===== config.mk =====
export PLATFORM = sky130hd
export DESIGN_NAME = button_event_arbiter
export DESIGN_NICKNAME = d
export VERILOG_FILES = /design/src/rtl/button_pkg.sv /design/src/rtl/button_tracker.sv /design/src/rtl/debounce.sv /design/src/rtl/button_event_arbiter.sv
export SDC_FILE = /design/constraint.sdc
export NUM_CORES = 1
export LEC_CHECK = 0
export CAP_MARGIN = 15
export CORE_MARGIN = 2
export CORE_UTILIZATION = 62
export CTS_CLUSTER_SIZE = 16
export DETAILED_ROUTE_END_ITERATION = 6
export PLACE_DENSITY = 0.88
export SETUP_SLACK_MARGIN = 0.3
export SLEW_MARGIN = 25
export SYNTH_ARGS = -nofsm -noshare
export SYNTH_HDL_FRONTEND = slang
export SYNTH_SLANG_ARGS = --single-unit

===== constraint.sdc =====
create_clock -name i_clk -period 3.45 [get_ports i_clk]
set_clock_uncertainty 0.1 [all_clocks]
set_input_delay 0.8625 -clock i_clk [delete_from_list [all_inputs] [get_ports i_clk]]
set_output_delay 0.8625 -clock i_clk [all_outputs]
set_load 0.1 [all_outputs]

===== src/rtl/button_pkg.sv =====
// Shared types and constants for the pushbutton front end: event kinds,
// per-button tracker states and the millisecond counter width.
package button_pkg;

  localparam int MS_CNT_W = 16;

  typedef enum logic [1:0] {
    EV_PRESS   = 2'd0,
    EV_RELEASE = 2'd1,
    EV_LONG    = 2'd2,
    EV_REPEAT  = 2'd3
  } ev_kind_t;

  typedef enum logic [1:0] {
    IDLE = 2'd0,
    DOWN = 2'd1,
    HELD = 2'd2
  } btn_state_t;

  // Millisecond counters stick at all-ones instead of wrapping back to zero.
  function automatic logic [MS_CNT_W-1:0] ms_sat_inc(input logic [MS_CNT_W-1:0] value);
    logic [MS_CNT_W-1:0] result;
    if (value == {MS_CNT_W{1'b1}}) begin
      result = value;
    end else begin
      result = value + MS_CNT_W'(1);
    end
    return result;
  endfunction

endpackage


===== src/rtl/button_tracker.sv =====
// Per-button press/hold tracker: raises a one-cycle event strobe plus its kind.
// REPEAT events are produced only when BUTTON_EVENT_AUTO_REPEAT_EN is defined.
module button_tracker
  import button_pkg::*;
#(
  parameter int LONG_MS   = 500,
  parameter int REPEAT_MS = 100
) (
  input  logic     clk,
  input  logic     reset,
  input  logic     tick,
  input  logic     level,
  input  logic     level_q,
  output logic     ev,
  output ev_kind_t kind
);

`ifdef BUTTON_EVENT_AUTO_REPEAT_EN
  localparam bit REPEAT_EN = 1'b1;
`else
  localparam bit REPEAT_EN = 1'b0;
`endif

  localparam logic [MS_CNT_W-1:0] LONG_CNT = MS_CNT_W'(LONG_MS);
  localparam logic [MS_CNT_W-1:0] REP_CNT  = MS_CNT_W'(REPEAT_MS);

  btn_state_t          state_r, state_s;
  logic [MS_CNT_W-1:0] cnt_r, cnt_s;

  // State and millisecond counter registers.
  always_ff @(posedge clk) begin
    if (reset) begin
      state_r <= IDLE;
      cnt_r   <= '0;
    end else begin
      state_r <= state_s;
      cnt_r   <= cnt_s;
    end
  end

  // Next state and event strobe; a release is checked first so it masks LONG/REPEAT.
  always_comb begin
    state_s = state_r;
    cnt_s   = cnt_r;
    ev      = 1'b0;
    kind    = EV_PRESS;
    case (state_r)
      IDLE: begin
        // Requiring the registered copy low lets a button held through reset report PRESS.
        if (level && !level_q) begin
          ev      = 1'b1;
          kind    = EV_PRESS;
          cnt_s   = '0;
          state_s = DOWN;
        end else begin
          state_s = IDLE;
        end
      end
      DOWN: begin
        if (!level) begin
          ev      = 1'b1;
          kind    = EV_RELEASE;
          state_s = IDLE;
        end else if (cnt_r == LONG_CNT) begin
          ev      = 1'b1;
          kind    = EV_LONG;
          cnt_s   = '0;
          state_s = HELD;
        end else if (tick) begin
          cnt_s = ms_sat_inc(cnt_r);
        end else begin
          cnt_s = cnt_r;
        end
      end
      HELD: begin
        if (!level) begin
          ev      = 1'b1;
          kind    = EV_RELEASE;
          state_s = IDLE;
        end else if (REPEAT_EN && (cnt_r == REP_CNT)) begin
          ev    = 1'b1;
          kind  = EV_REPEAT;
          cnt_s = '0;
        end else if (tick) begin
          cnt_s = ms_sat_inc(cnt_r);
        end else begin
          cnt_s = cnt_r;
        end
      end
      default: begin
        state_s = IDLE;
        cnt_s   = '0;
      end
    endcase
  end

endmodule


===== src/rtl/debounce.sv =====
// Single-button debouncer: two-flop synchroniser plus a stability counter.
// Internals are deliberately not reset so a held button survives a system reset.
module debounce #(
  parameter int CLOCK_RATE_HZ = 16_000_000,
  parameter int SLOW_RATE_HZ  = 1_000_000
) (
  input  logic clk,
  input  logic btn,
  output logic level
);

  localparam int RATIO  = CLOCK_RATE_HZ / SLOW_RATE_HZ;
  localparam int THRESH = (RATIO < 2) ? 2 : RATIO;
  localparam int CNT_W  = $clog2(THRESH + 1);

  logic [1:0]       sync_r;
  logic [CNT_W-1:0] stable_cnt_r;

  // Synchronise the raw level, then accept it only after THRESH consecutive disagreeing samples.
  always_ff @(posedge clk) begin
    sync_r <= {sync_r[0], btn};
    if (sync_r[1] == level) begin
      stable_cnt_r <= '0;
      level        <= level;
    end else if (stable_cnt_r >= CNT_W'(THRESH - 1)) begin
      stable_cnt_r <= '0;
      level        <= sync_r[1];
    end else begin
      stable_cnt_r <= stable_cnt_r + CNT_W'(1);
      level        <= level;
    end
  end

endmodule


===== src/rtl/button_event_arbiter.sv =====
// Pushbutton front end: debouncers, per-button trackers, one-deep pending slots and a
// round-robin arbiter onto a valid/ready event stream. Option: BUTTON_EVENT_AUTO_REPEAT_EN.
module button_event_arbiter
  import button_pkg::*;
#(
  parameter int NUM_BTN          = 4,
  parameter int CLOCK_RATE_HZ    = 16_000_000,
  parameter int DEBOUNCE_RATE_HZ = 1_000_000,
  parameter int LONG_MS          = 500,
  parameter int REPEAT_MS        = 100,
  localparam int ID_W            = (NUM_BTN > 1) ? $clog2(NUM_BTN) : 1
) (
  input  logic               i_clk,
  input  logic               i_reset,
  input  logic [NUM_BTN-1:0] i_btn,
  output logic               o_ev_valid,
  input  logic               i_ev_ready,
  output logic [ID_W-1:0]    o_ev_id,
  output logic [1:0]         o_ev_kind,
  output logic [NUM_BTN-1:0] o_btn_state,
  output logic               o_overflow
);

  localparam int TICK_DIV = (CLOCK_RATE_HZ / 1000 < 1) ? 1 : CLOCK_RATE_HZ / 1000;
  localparam int PRE_W    = (TICK_DIV > 1) ? $clog2(TICK_DIV) : 1;

  logic [PRE_W-1:0]   pre_r;
  logic               ms_tick_s;
  logic [NUM_BTN-1:0] level_s;
  logic [NUM_BTN-1:0] ev_s;
  ev_kind_t           ev_kind_s [NUM_BTN];
  logic [NUM_BTN-1:0] slot_vld_r;
  ev_kind_t           slot_kind_r [NUM_BTN];
  logic [ID_W-1:0]    ptr_r;
  logic [ID_W:0]      sum_s;
  logic [ID_W-1:0]    scan_s;
  logic               gnt_found_s;
  logic [ID_W-1:0]    gnt_idx_s;
  ev_kind_t           gnt_kind_s;
  logic [ID_W-1:0]    ptr_nx_s;
  logic               load_s;
  logic               grant_s;
  logic [NUM_BTN-1:0] take_s;
  logic [NUM_BTN-1:0] drop_s;

  // Free-running millisecond prescaler, restarted by reset.
  always_ff @(posedge i_clk) begin
    if (i_reset) begin
      pre_r <= '0;
    end else if (ms_tick_s) begin
      pre_r <= '0;
    end else begin
      pre_r <= pre_r + PRE_W'(1);
    end
  end

  assign ms_tick_s = (pre_r == PRE_W'(TICK_DIV - 1));

  for (genvar g = 0; g < NUM_BTN; g++) begin : g_btn
    debounce #(
      .CLOCK_RATE_HZ(CLOCK_RATE_HZ),
      .SLOW_RATE_HZ (DEBOUNCE_RATE_HZ)
    ) u_debounce (
      .clk  (i_clk),
      .btn  (i_btn[g]),
      .level(level_s[g])
    );

    button_tracker #(
      .LONG_MS  (LONG_MS),
      .REPEAT_MS(REPEAT_MS)
    ) u_tracker (
      .clk    (i_clk),
      .reset  (i_reset),
      .tick   (ms_tick_s),
      .level  (level_s[g]),
      .level_q(o_btn_state[g]),
      .ev     (ev_s[g]),
      .kind   (ev_kind_s[g])
    );
  end

  // Registered copy of the debounced levels; also the trackers' edge reference.
  always_ff @(posedge i_clk) begin
    if (i_reset) begin
      o_btn_state <= '0;
    end else begin
      o_btn_state <= level_s;
    end
  end

  // Round-robin scan: first pending slot at or after the pointer, wrapping.
  always_comb begin
    gnt_found_s = 1'b0;
    gnt_idx_s   = '0;
    gnt_kind_s  = EV_PRESS;
    sum_s       = '0;
    scan_s      = '0;
    for (int k = 0; k < NUM_BTN; k++) begin
      sum_s  = {1'b0, ptr_r} + (ID_W+1)'(k);
      scan_s = (sum_s >= (ID_W+1)'(NUM_BTN)) ? ID_W'(sum_s - (ID_W+1)'(NUM_BTN))
                                             : sum_s[ID_W-1:0];
      if (!gnt_found_s && slot_vld_r[scan_s]) begin
        gnt_found_s = 1'b1;
        gnt_idx_s   = scan_s;
        gnt_kind_s  = slot_kind_r[scan_s];
      end else begin
        gnt_found_s = gnt_found_s;
      end
    end
  end

  assign load_s   = !o_ev_valid || i_ev_ready;
  assign grant_s  = load_s && gnt_found_s;
  assign ptr_nx_s = (gnt_idx_s == ID_W'(NUM_BTN - 1)) ? '0 : gnt_idx_s + ID_W'(1);

  // One-hot view of the slot being emptied this cycle, and of events that find no room.
  always_comb begin
    take_s = '0;
    if (grant_s) begin
      take_s[gnt_idx_s] = 1'b1;
    end else begin
      take_s = '0;
    end
    drop_s = ev_s & slot_vld_r & ~take_s;
  end

  // Pending slots: a slot being granted this cycle may accept a new event at once.
  always_ff @(posedge i_clk) begin
    if (i_reset) begin
      slot_vld_r <= '0;
      for (int i = 0; i < NUM_BTN; i++) begin
        slot_kind_r[i] <= EV_PRESS;
      end
    end else begin
      for (int i = 0; i < NUM_BTN; i++) begin
        if (ev_s[i] && (!slot_vld_r[i] || take_s[i])) begin
          slot_vld_r[i]  <= 1'b1;
          slot_kind_r[i] <= ev_kind_s[i];
        end else if (take_s[i]) begin
          slot_vld_r[i]  <= 1'b0;
          slot_kind_r[i] <= slot_kind_r[i];
        end else begin
          slot_vld_r[i]  <= slot_vld_r[i];
          slot_kind_r[i] <= slot_kind_r[i];
        end
      end
    end
  end

  // Sticky overflow, cleared only by reset.
  always_ff @(posedge i_clk) begin
    if (i_reset) begin
      o_overflow <= 1'b0;
    end else if (|drop_s) begin
      o_overflow <= 1'b1;
    end else begin
      o_overflow <= o_overflow;
    end
  end

  // Output register: reloads when empty or on a handshake, so events can stream back to back.
  always_ff @(posedge i_clk) begin
    if (i_reset) begin
      o_ev_valid <= 1'b0;
      o_ev_id    <= '0;
      o_ev_kind  <= 2'd0;
      ptr_r      <= '0;
    end else if (load_s) begin
      if (gnt_found_s) begin
        o_ev_valid <= 1'b1;
        o_ev_id    <= gnt_idx_s;
        o_ev_kind  <= gnt_kind_s;
        ptr_r      <= ptr_nx_s;
      end else begin
        o_ev_valid <= 1'b0;
        o_ev_id    <= o_ev_id;
        o_ev_kind  <= o_ev_kind;
        ptr_r      <= ptr_r;
      end
    end else begin
      o_ev_valid <= o_ev_valid;
      o_ev_id    <= o_ev_id;
      o_ev_kind  <= o_ev_kind;
      ptr_r      <= ptr_r;
    end
  end

endmodule


# Yosys cells after proc, flatten, opt, wreduce, memory -nomap -nowiden
# Memory sizes are Yosys's and may differ from the RTL's.
# Index checks and enable logic that the tools add are counted.
dict set report totals {
  register_bits 134
  ram_bits 8
  in_bits 7
  out_inout_bits 10
  word_cells 376
  memories 1
}
# memory words width rd rd_ports_with_merged_regs write_ports line_no
set memory_table {}
lappend memory_table {slot_kind_r 4 2 4 0 4 button_event_arbiter.sv:33} ;# ev_kind_t slot_kind_r [NUM_BTN];
dict set report op_classes {
  add_sub_neg 17
  n_lt_le_gt_ge 14
  eq_ne 50
  n_mux 179
  bitwise 19
  n_reduce_logical 65
}
# op n
set op_table {}
lappend op_table {{2-to-1 mux 16 bit} 24}
lappend op_table {{one-hot mux 16 bit (3 select lines)} 4}
lappend op_table {{2-to-1 mux 2 bit} 45}
lappend op_table {{2-to-1 mux 1 bit} 88}
lappend op_table {{adder 16 x 1 -> 16 bit (second input constant)} 4}
lappend op_table {{equality test 16 bit (second input constant)} 4}
lappend op_table {{equality test 16 x 9 -> 1 bit (second input constant)} 4}
lappend op_table {{AND reduction 2 bit} 17}
lappend op_table {{inequality test 2 bit (second input constant)} 12}
lappend op_table {{one-hot mux 2 bit (3 select lines)} 4}
lappend op_table {{adder 5 x 1 -> 5 bit (second input constant)} 4}
lappend op_table {{greater-or-equal comparator 5 x 4 -> 1 bit (second input constant)} 4}
lappend op_table {{one-hot mux 2 bit (2 select lines)} 4}
lappend op_table {{< comparator 2 x 3 -> 1 bit (second input constant)} 5}
lappend op_table {{adder 14 x 1 -> 14 bit (second input constant)} 1}
lappend op_table {{equality test 14 bit (second input constant)} 1}
lappend op_table {{logical AND 1 bit} 13}
lappend op_table {{zero test 1 bit} 12}
lappend op_table {{inequality test 3 x 2 -> 1 bit (second input constant)} 4}
lappend op_table {{OR 1 bit} 12}
lappend op_table {{one-hot mux 1 bit (3 select lines)} 4}
lappend op_table {{AND reduction 3 bit} 4}
lappend op_table {{equality test 2 bit (second input constant)} 5}
lappend op_table {{OR reduction 2 bit} 5}
lappend op_table {{21 further kinds} 60}

# Longest topological paths before layout
# Gate-level depths: netlist (run 1).
dict set report depth {
  word_depth 27
  mapped_depth 14
  depth_no_buf 12
}

# Hierarchy
# A second synthesis (run 1) with hierarchy kept.
dict set report unflattened {
  hier_cells 912
  hier_area_um2 8074.0
}
# mod instances cells_per_inst area_each_um2 seq_area_each_um2
set by_module_without_submodules {}
lappend by_module_without_submodules {button_tracker 4 149 1197.4 360.3}
lappend by_module_without_submodules {button_event_arbiter 1 220 2093.3 880.8}
lappend by_module_without_submodules {debounce 4 24 297.8 170.2}

# Worst setup path after synthesis (run 1)
# No wires, ideal clock.
dict set report synth_path {
  path_type {flip-flop to flip-flop}
  start {register ptr_r[0]}
  end {register o_overflow}
  setup_time_ns 0.120
  arrival_ns 2.458
  required_ns 3.230
  slack_ns 0.772
  stages_incl_launch_ff 15
  path_buffers 2
  period_less_slack_ns 2.678
  path_cell_list {dfxtp_1 buf_2 buf_1 nor2_1 o21ai_0 o311a_1 nand2_1 inv_1 ha_1 inv_1 o21ai_0 nor3_1 nor2_1 o311ai_1 o31a_1}
}
dict set report synth_via {
  elab_chain_len 22
  elab_cells_between_ends 47
  classes_between {7 x add/sub; 6 x order compare; 23 x mux; 2 x bitwise; 9 x reduce/logical}
}
# item line_no
set synth_lines {}
lappend synth_lines {{start: declaration} button_event_arbiter.sv:34} ;# logic [ID_W-1:0] ptr_r;
lappend synth_lines {{start signal: assignment} button_event_arbiter.sv:174} ;# ptr_r <= ptr_nx_s;
lappend synth_lines {{start signal: assignment} button_event_arbiter.sv:179} ;# ptr_r <= ptr_r;
lappend synth_lines {{start signal: assignment} button_event_arbiter.sv:185} ;# ptr_r <= ptr_r;
lappend synth_lines {{branches (longest 13 deep; another with adder 2 x 1 -> 3 bit)} n/a}
lappend synth_lines {{2-to-1 mux 2 bit *} button_event_arbiter.sv:103} ;# if (!gnt_found_s && slot_vld_r[scan_s]) begin
lappend synth_lines {{via gnt_idx_s[0]} button_event_arbiter.sv:38} ;# logic [ID_W-1:0] gnt_idx_s;
lappend synth_lines {{< comparator 2 x 3 -> 1 bit (not written as such) / greater-or-equal comparator 2 x 1 -> 1 bit (equally long branches)} button_event_arbiter.sv:121} ;# take_s[gnt_idx_s] = 1'b1;
lappend synth_lines {{logical AND 1 bit (not written as such)} button_event_arbiter.sv:121}
lappend synth_lines {{2-to-1 mux 1 bit (not written as such)} button_event_arbiter.sv:121}
lappend synth_lines {{demux 1 bit (select 2 bit) *} button_event_arbiter.sv:121}
lappend synth_lines {{2-to-1 mux 4 bit *} button_event_arbiter.sv:120} ;# if (grant_s) begin
lappend synth_lines {{NOT 4 bit *} button_event_arbiter.sv:125} ;# drop_s = ev_s & slot_vld_r & ~take_s;
lappend synth_lines {{bitwise AND 4 bit *} button_event_arbiter.sv:125}
lappend synth_lines {{OR reduction 4 bit *} button_event_arbiter.sv:155} ;# end else if (|drop_s) begin
lappend synth_lines {{end signal: assignment} button_event_arbiter.sv:158} ;# o_overflow <= o_overflow;
lappend synth_lines {{end: declaration} button_event_arbiter.sv:21} ;# output logic o_overflow
# Mark *: on every way through the listed nets, which the timed path passes. The select of a mux whose other input is x is not followed.
# A chain may end at the register's enable or synchronous reset.

# Worst setup path in the final report (run 1)
# Same ends and word-level chain as after synthesis.

==> metrics.md, run 1 <==
| Metric | Value |
|---|---|
| CP Launch Point | `ptr_r[0]$_SDFFE_PP0P_` |
| Post-CTS Setup Inserts | `0` |
| Global-route wire length before repair | `27050 µm` |
| Post-synth top area share | `35.31%` |
| All-Layer GR Usage | `25.77%` |
| Slowest stage delay, CP | `560 ps` |
| Worst-path maximum fanout | `19` |
| Sequential element share of the synthesized area | `40.12%` |
| Final Non-Filler Cells | `1020` |
| CTS Buf Count | `17` |
| Pleak | `3.252 nW` |
| Area delta synth->final | `10.97%` |
| Post-synthesis cell count | `851` |
| Final worst slack | `685.5 ps` |
| Initial drt markers | `493` |
| Vias in the first global route | `5897` |
| Part of the cycle the worst path needs | `80.13%` |
| Setup TNS | `0 ps` |
| Clock Tree Root | `clkbuf_16` |
| Crit path launch type | `flop` |
| Synth Flop Type | `dfxtp_1` |
| Die area | `0.01297 mm²` |
| Rows | `40` |
| Initial Utilization | `62.84%` |
| Fin. Hold Viols | `0` |
| Port Buffers | `16` |
| Crit-path cells | `nor2_1 -> o21ai_0 -> o311a_1 -> nand2_1 -> inv_1 -> ha_1 -> inv_1 -> o21ai_0 -> nor3_1 -> nor2_1 -> o311ai_1 -> o31a_1` |
| Largest net degree at the start of global routing | `26` |
| Yosys cell types | `72` |
| CP Data Required Time | `3670 ps` |
| Top cells by count, synth | `dfxtp_1, nor2_1, nand2_1` |
| Clk_lat worst skew | `430 ps` |
| Endpoint class of the critical path | `flop` |
| Post-route design area | `0.008305 mm²` |
| GR Overflow Total | `0` |
| Average wire per cell in the routed design | `15.25 µm` |
| H-tree depth | `4` |
| Detail Route Antenna Nets | `0` |
| Post-Syn Area | `0.007485 mm²` |
| Most numerous cell in the Yosys netlist | `dfxtp_1` |
| VDD IR max | `0.0003461 V` |
| Slowest CP cell | `dfxtp_2` |
| Num ports | `17` |
| Synth area leader | `dfxtp_1` |
| DRC | `0` |
| Hold path start | `g_btn[3].u_debounce.sync_r[0]$_DFF_P_` |
| Slew headroom | `41.65%` |
| Top Family by Delay on Critical Path | `compound AO/OA/AOI/OAI gates` |
| Share of cells above drive strength 1 | `9.049%` |
| Nets | `904` |
| FMAX | `0.3617 GHz` |
| CTS tree | `built` |
| RSZ-0062 raised after global routing | `no` |
| Final min period | `2764 ps` |
| #FFs+latches synth | `144` |
| Hold Crit Class | `reg -> reg` |
| Height of the die | `113.9 µm` |
| Placed cell areas | `0.007677 mm²` |
| EDFF count, synth | `12` |
| Clk buf depth | `2` |
| Sink Count | `144` |
| Routability cong. | `0.8798` |
| Dpl cells | `988` |
| Pwr dens | `486.8 mW/mm²` |
| Worst reg2reg startpoint | `ptr_r[0]$_SDFFE_PP0P_` |
| Mean Syn Cell Area | `8.795 µm²` |
| Worst hold slack | `227.1 ps` |
| CP arrival | `2980 ps` |
| Routed WL | `15560 µm` |
| Worst Tran Pin Value | `875.3 ps` |
| Final core utilization | `69.73%` |
| Reg clk slew, reported paths | `60 ps` |
| Pre-antenna DRT Iters | `6` |
| R2R Setup Slk | `690 ps` |
| Yosys warns | `0` |
| Core area | `0.01191 mm²` |
| Placement Setup Slack | `482.2 ps` |
| Tot Pwr | `4.043 mW` |
| Vias/cell | `5.982` |
| Critical path class | `reg -> reg` |
| Status | `completed` |
| Initial antenna violation count | `0` |
| Vias | `6102` |
| CP Buf/Inv Count | `2` |
| FFs w/ async S/R, synth | `0%` |
| Layout fillers | `897` |
| Syn nets | `895` |
| DPL Wire Length | `10430 µm` |
| Chip width | `113.9 µm` |
| Max-slew violation count | `0` |
| Max Cap Viol | `0` |
| # setup viols final | `0` |
| Ant. Diodes | `0` |
| Top post-synthesis cells by area | `dfxtp_1, ha_1, nor2_1` |
cells in the final DEF (no fill, tap or decap), types with 5 or more instances in the layout:
cell type	instances
nand2_1	64
buf_4	16
a211oi_1	9
and3_1	33
xnor2_1	29
edfxtp_1	12
a21o_1	8
dfxtp_1	130
mux2i_1	10
nand4_1	22
inv_1	47
and2_1	7
o21ai_0	12
nor4_1	11
nor2b_1	18
or3_1	7
clkdlybuf4s50_1	6
nor3_2	5
a31oi_1	9
nor4b_1	5
o22ai_1	6
o211a_1	5
nand3_1	40
nor3_1	32
xor2_1	33
nor2_1	120
a21oi_1	22
and4_1	9
clkbuf_16	18
nand2b_1	5
ha_1	37
worst reg2reg max path, delay by kind of cell, from the launching register on:
kind,cells,cell delay [ps]
flip-flops,1,560
AO/OA/AOI/OAI,5,1230
buffers and inverters,2,150
AND/OR/NAND/NOR,4,450
adder cells (fa/ha/maj),1,180
sequential cells by signal, summed over array words and instances (netlist names), named ones only:
signal and count:
g_btn.u_debounce.level 4, g_btn.u_debounce.stable_cnt_r 20, g_btn.u_debounce.sync_r 8, g_btn.u_tracker.cnt_r 64
g_btn.u_tracker.state_r 8, o_btn_state 4, o_ev_id 2, o_ev_kind 2
o_ev_valid 1, o_overflow 1, pre_r 14, ptr_r 2
slot_kind_r 8, slot_vld_r 4
path summary, 6_finish.rpt:
kind	end	depth (start not counted)
max	o_overflow$_SDFFE_PP0P_	12
min	g_btn[3].u_debounce.sync_r[1]$_DFF_P_	0
max reg2reg	o_overflow$_SDFFE_PP0P_	12
min reg2reg	g_btn[3].u_debounce.sync_r[1]$_DFF_P_	0
timing repair:
item / in CTS / in global routing
gates resized for setup: 0 / 2
hold buffers: 0 / 0
endpoints found under the setup margin: 0 / 2
layer usage:
layer | GRT usage [%] | part of all wire, %
met5 | 0 | 0
met3 | 5.473 | 4.8
met4 | 9.431 | 2.1
met2 | 43.55 | 48
met1 | 32.64 | 45
cell families after synthesis:
group | count (synthesis) | synth area share, %
fa+ha+maj | 37 | 6.185
compound gates | 109 | 10.47
flops | 144 | 40.12
buf+inv | 79 | 4.647
simple gates | 406 | 28.79
mux | 14 | 2.541
xor+xnor | 62 | 7.255
final cells by class:
type | instances | area (µm²) | share of cell area, %
Timing Repair Buffer | 22 | 180.2 | 2.169
Multi-Input combinational cell | 628 | 4134 | 49.77
Sequential cell | 144 | 3005 | 36.19
Clock buffer | 22 | 505.5 | 6.086
Clock inverter | 10 | 120.1 | 1.446
Inverter | 47 | 176.4 | 2.124
Tap cell | 147 | 183.9 | 2.215
power breakdown:
group / switching (mW) / internal, mW
Sequential: 0.0597 / 1.74
Combinational: 0.220 / 0.120
Clock: 0.717 / 1.19
(Power assumes the default switching activity.)
==> run 2, diff against run 1 <==
Clock period 3.45 ns to 2.9 ns, I/O delays scaled along.
==> run 2 against run 1 <==
Non-clock buffer count up 8. Worst hold slack worse by 2.6 ps. Largest cell class unchanged. Sequential power up 18%. Global-route usage down 0.93 points. Via count down 0.87%. Worst setup slack worse by 270 ps. Register-to-register slack worse by 270 ps. Fmax up 11%. Utilization up 0.25 points. Clock-buffer cell count down 3. Design area up 0.36%. Sequential cell count unchanged.
==> metrics.md, run 2 (same netlist as run 1, synthesis figures left out) <==
| Metric | Value |
|---|---|
| All-Layer GR Usage | `24.84% (-0.93 points)` |
| Rows | `40 (unchanged)` |
| Clk_lat worst skew | `430 ps (about the same)` |
| Height of the die | `113.9 µm (unchanged)` |
| CP arrival | `2710 ps (-270 ps)` |
| Chip width | `113.9 µm (unchanged)` |
| Largest registers | `g_btn.u_tracker.cnt_r (64), g_btn.u_debounce.stable_cnt_r (20), pre_r (14)` |
| Crit path launch type | `flop` |
| H-tree depth | `4 (unchanged)` |
| Slowest CP cell | `dfxtp_1` |
| Post-CTS Setup Inserts | `0 (unchanged)` |
| Num ports | `17 (unchanged)` |
| Part of the cycle the worst path needs | `85.75% (+5.6 points)` |
| Slew headroom | `55.01% (+13 points)` |
| Worst Tran Pin Value | `668.7 ps (-206.6 ps)` |
| CP Buf/Inv Count | `1 (-1)` |
| Initial drt markers | `484 (-1.8%)` |
| Pre-antenna DRT Iters | `6 (unchanged)` |
| Setup TNS | `0 ps (unchanged)` |
| Most common cell after layout, fill and taps aside | `dfxtp_1` |
| Clock Tree Root | `clkbuf_16` |
| Crit-path cells | `a21boi_0 -> o21ai_0 -> a21oi_1 -> ha_1 -> inv_1 -> o21ai_2 -> nor3_1 -> nor2_1 -> o311ai_1 -> o31a_1` |
| CTS tree | `built` |
| Hold Crit Class | `reg -> reg` |
| Ant. Diodes | `0 (unchanged)` |
| Commonest non-fill, non-tap cells in the layout | `dfxtp_1, nor2_1, nand2_1` |
| Vias/cell | `5.884 (-1.6%)` |
| Clk buf depth | `2 (unchanged)` |
| Post-route design area | `0.008335 mm² (+0.36%)` |
| # setup viols final | `0 (unchanged)` |
| Worst-path maximum fanout | `12 (-7)` |
| Critical path class | `reg -> reg` |
| Nets | `912 (+0.88%)` |
| Max reg flops | `64 (unchanged)` |
| Share of cells above drive strength 1 | `10.10% (+1.1 points)` |
| Final min period | `2487 ps (-277.9 ps)` |
| RSZ-0062 raised after global routing | `yes` |
| Routed WL | `15100 µm (-2.9%)` |
| Pleak | `3.262 nW (+0.31%)` |
| Port Buffers | `16 (unchanged)` |
| Placed cell areas | `0.007737 mm² (+0.78%)` |
| Worst hold slack | `224.4 ps (-2.629 ps)` |
| Status | `completed` |
| Top Family by Delay on Critical Path | `compound AO/OA/AOI/OAI gates` |
| VDD IR max | `0.0003952 V (+14%)` |
| Core area | `0.01191 mm² (unchanged)` |
| CP Data Required Time | `3120 ps (-550 ps)` |
| Largest reg by FF count | `g_btn.u_tracker.cnt_r` |
| Endpoint class of the critical path | `flop` |
| Vias | `6049 (-0.87%)` |
| Die area | `0.01297 mm² (unchanged)` |
| Pwr dens | `564.3 mW/mm² (+16%)` |
| Area delta synth->final | `11.37%` |
| FMAX | `0.4022 GHz (+11%)` |
| DRC | `0 (unchanged)` |
| Max-slew violation count | `0 (unchanged)` |
| Reg clk slew, reported paths | `60 ps (about the same)` |
| Routability cong. | `0.9286 (+5.5%)` |
| Sink Count | `144 (unchanged)` |
| Fin. Hold Viols | `0 (unchanged)` |
| Largest net degree at the start of global routing | `17 (-35%)` |
| Vias in the first global route | `5839 (-0.98%)` |
| Initial antenna violation count | `0 (unchanged)` |
| Slowest stage delay, CP | `560 ps (about the same)` |
| DPL Wire Length | `10400 µm (-0.27%)` |
| Average wire per cell in the routed design | `14.69 µm (-3.7%)` |
| Global-route wire length before repair | `26200 µm (-3.2%)` |
| Max Cap Viol | `0 (unchanged)` |
| GR Overflow Total | `0 (unchanged)` |
| Initial Utilization | `62.84% (unchanged)` |
| CTS Buf Count | `17 (unchanged)` |
| Detail Route Antenna Nets | `0 (unchanged)` |
run 2: cell types whose count changed in the layout (fill, tap and decap cells not counted), moves of 2 or more:
cell and change:
clkinv_4 -2, clkinvlp_4 +4, clkbuf_8 -3, buf_4 +8
run 2: layout make-up:
class	instances	area [µm²]
clock buffers	19	464.2
clock inverters	13	122.6
fillers	890	3576
inverters	47	176.4
multi-input cells	628	4144
flip-flops and latches	144	3004
well taps	147	183.9
repair buffers	30	240.2
run 2: per-layer routing:
metal	GRT usage [%]	routed length, µm	vias up
met2	41.04	7189	152
li1	-	-	3033
met4	9.756	326	0
met5	0	0	-
met3	6.376	672	33
met1	31.29	6914	2831
run 2: worst paths after layout:
kind	startpoint	to	slack, ps	cells past startpoint
worst max-delay path	slot_vld_r[2]$_SDFFE_PP0P_	o_overflow$_SDFFE_PP0P_	410	10
worst min-delay path	g_btn[2].u_debounce.sync_r[0]$_DFF_P_	g_btn[2].u_debounce.sync_r[1]$_DFF_P_	220	0
worst max register to register	slot_vld_r[2]$_SDFFE_PP0P_	o_overflow$_SDFFE_PP0P_	410	10
worst min register to register	g_btn[2].u_debounce.sync_r[0]$_DFF_P_	g_btn[2].u_debounce.sync_r[1]$_DFF_P_	220	0
run 2: metrics by stage:
stage | worst slack, ps | cells | power [mW] | utilization [%]
3_5_place_dp | 324.5 | 996 | 2.576 | 64.96
5_1_grt | 251.7 | 1028 | 4.862 | 69.98
2_1_floorplan | 374.5 | 851 | 2.481 | -
3_3_place_gp | 415.6 | 996 | 2.567 | 64.96
6_report | 413.4 | 1028 | 4.704 | 69.98
4_1_cts | 405.7 | 1028 | 4.731 | 69.88
run 2: power breakdown:
part           internal [mW]  switching [mW]
registers               2.06          0.0528
clock network           1.26           0.895
logic                  0.150           0.278
total                   3.48            1.23
run 2: what timing repair did:
item / in CTS / in global routing
pin swaps: 0 / 0
resized for setup: 1 / 4
hold buffers: 0 / 0
endpoints found under the setup margin: 1 / 6
endpoints found under the hold margin: 0 / 0
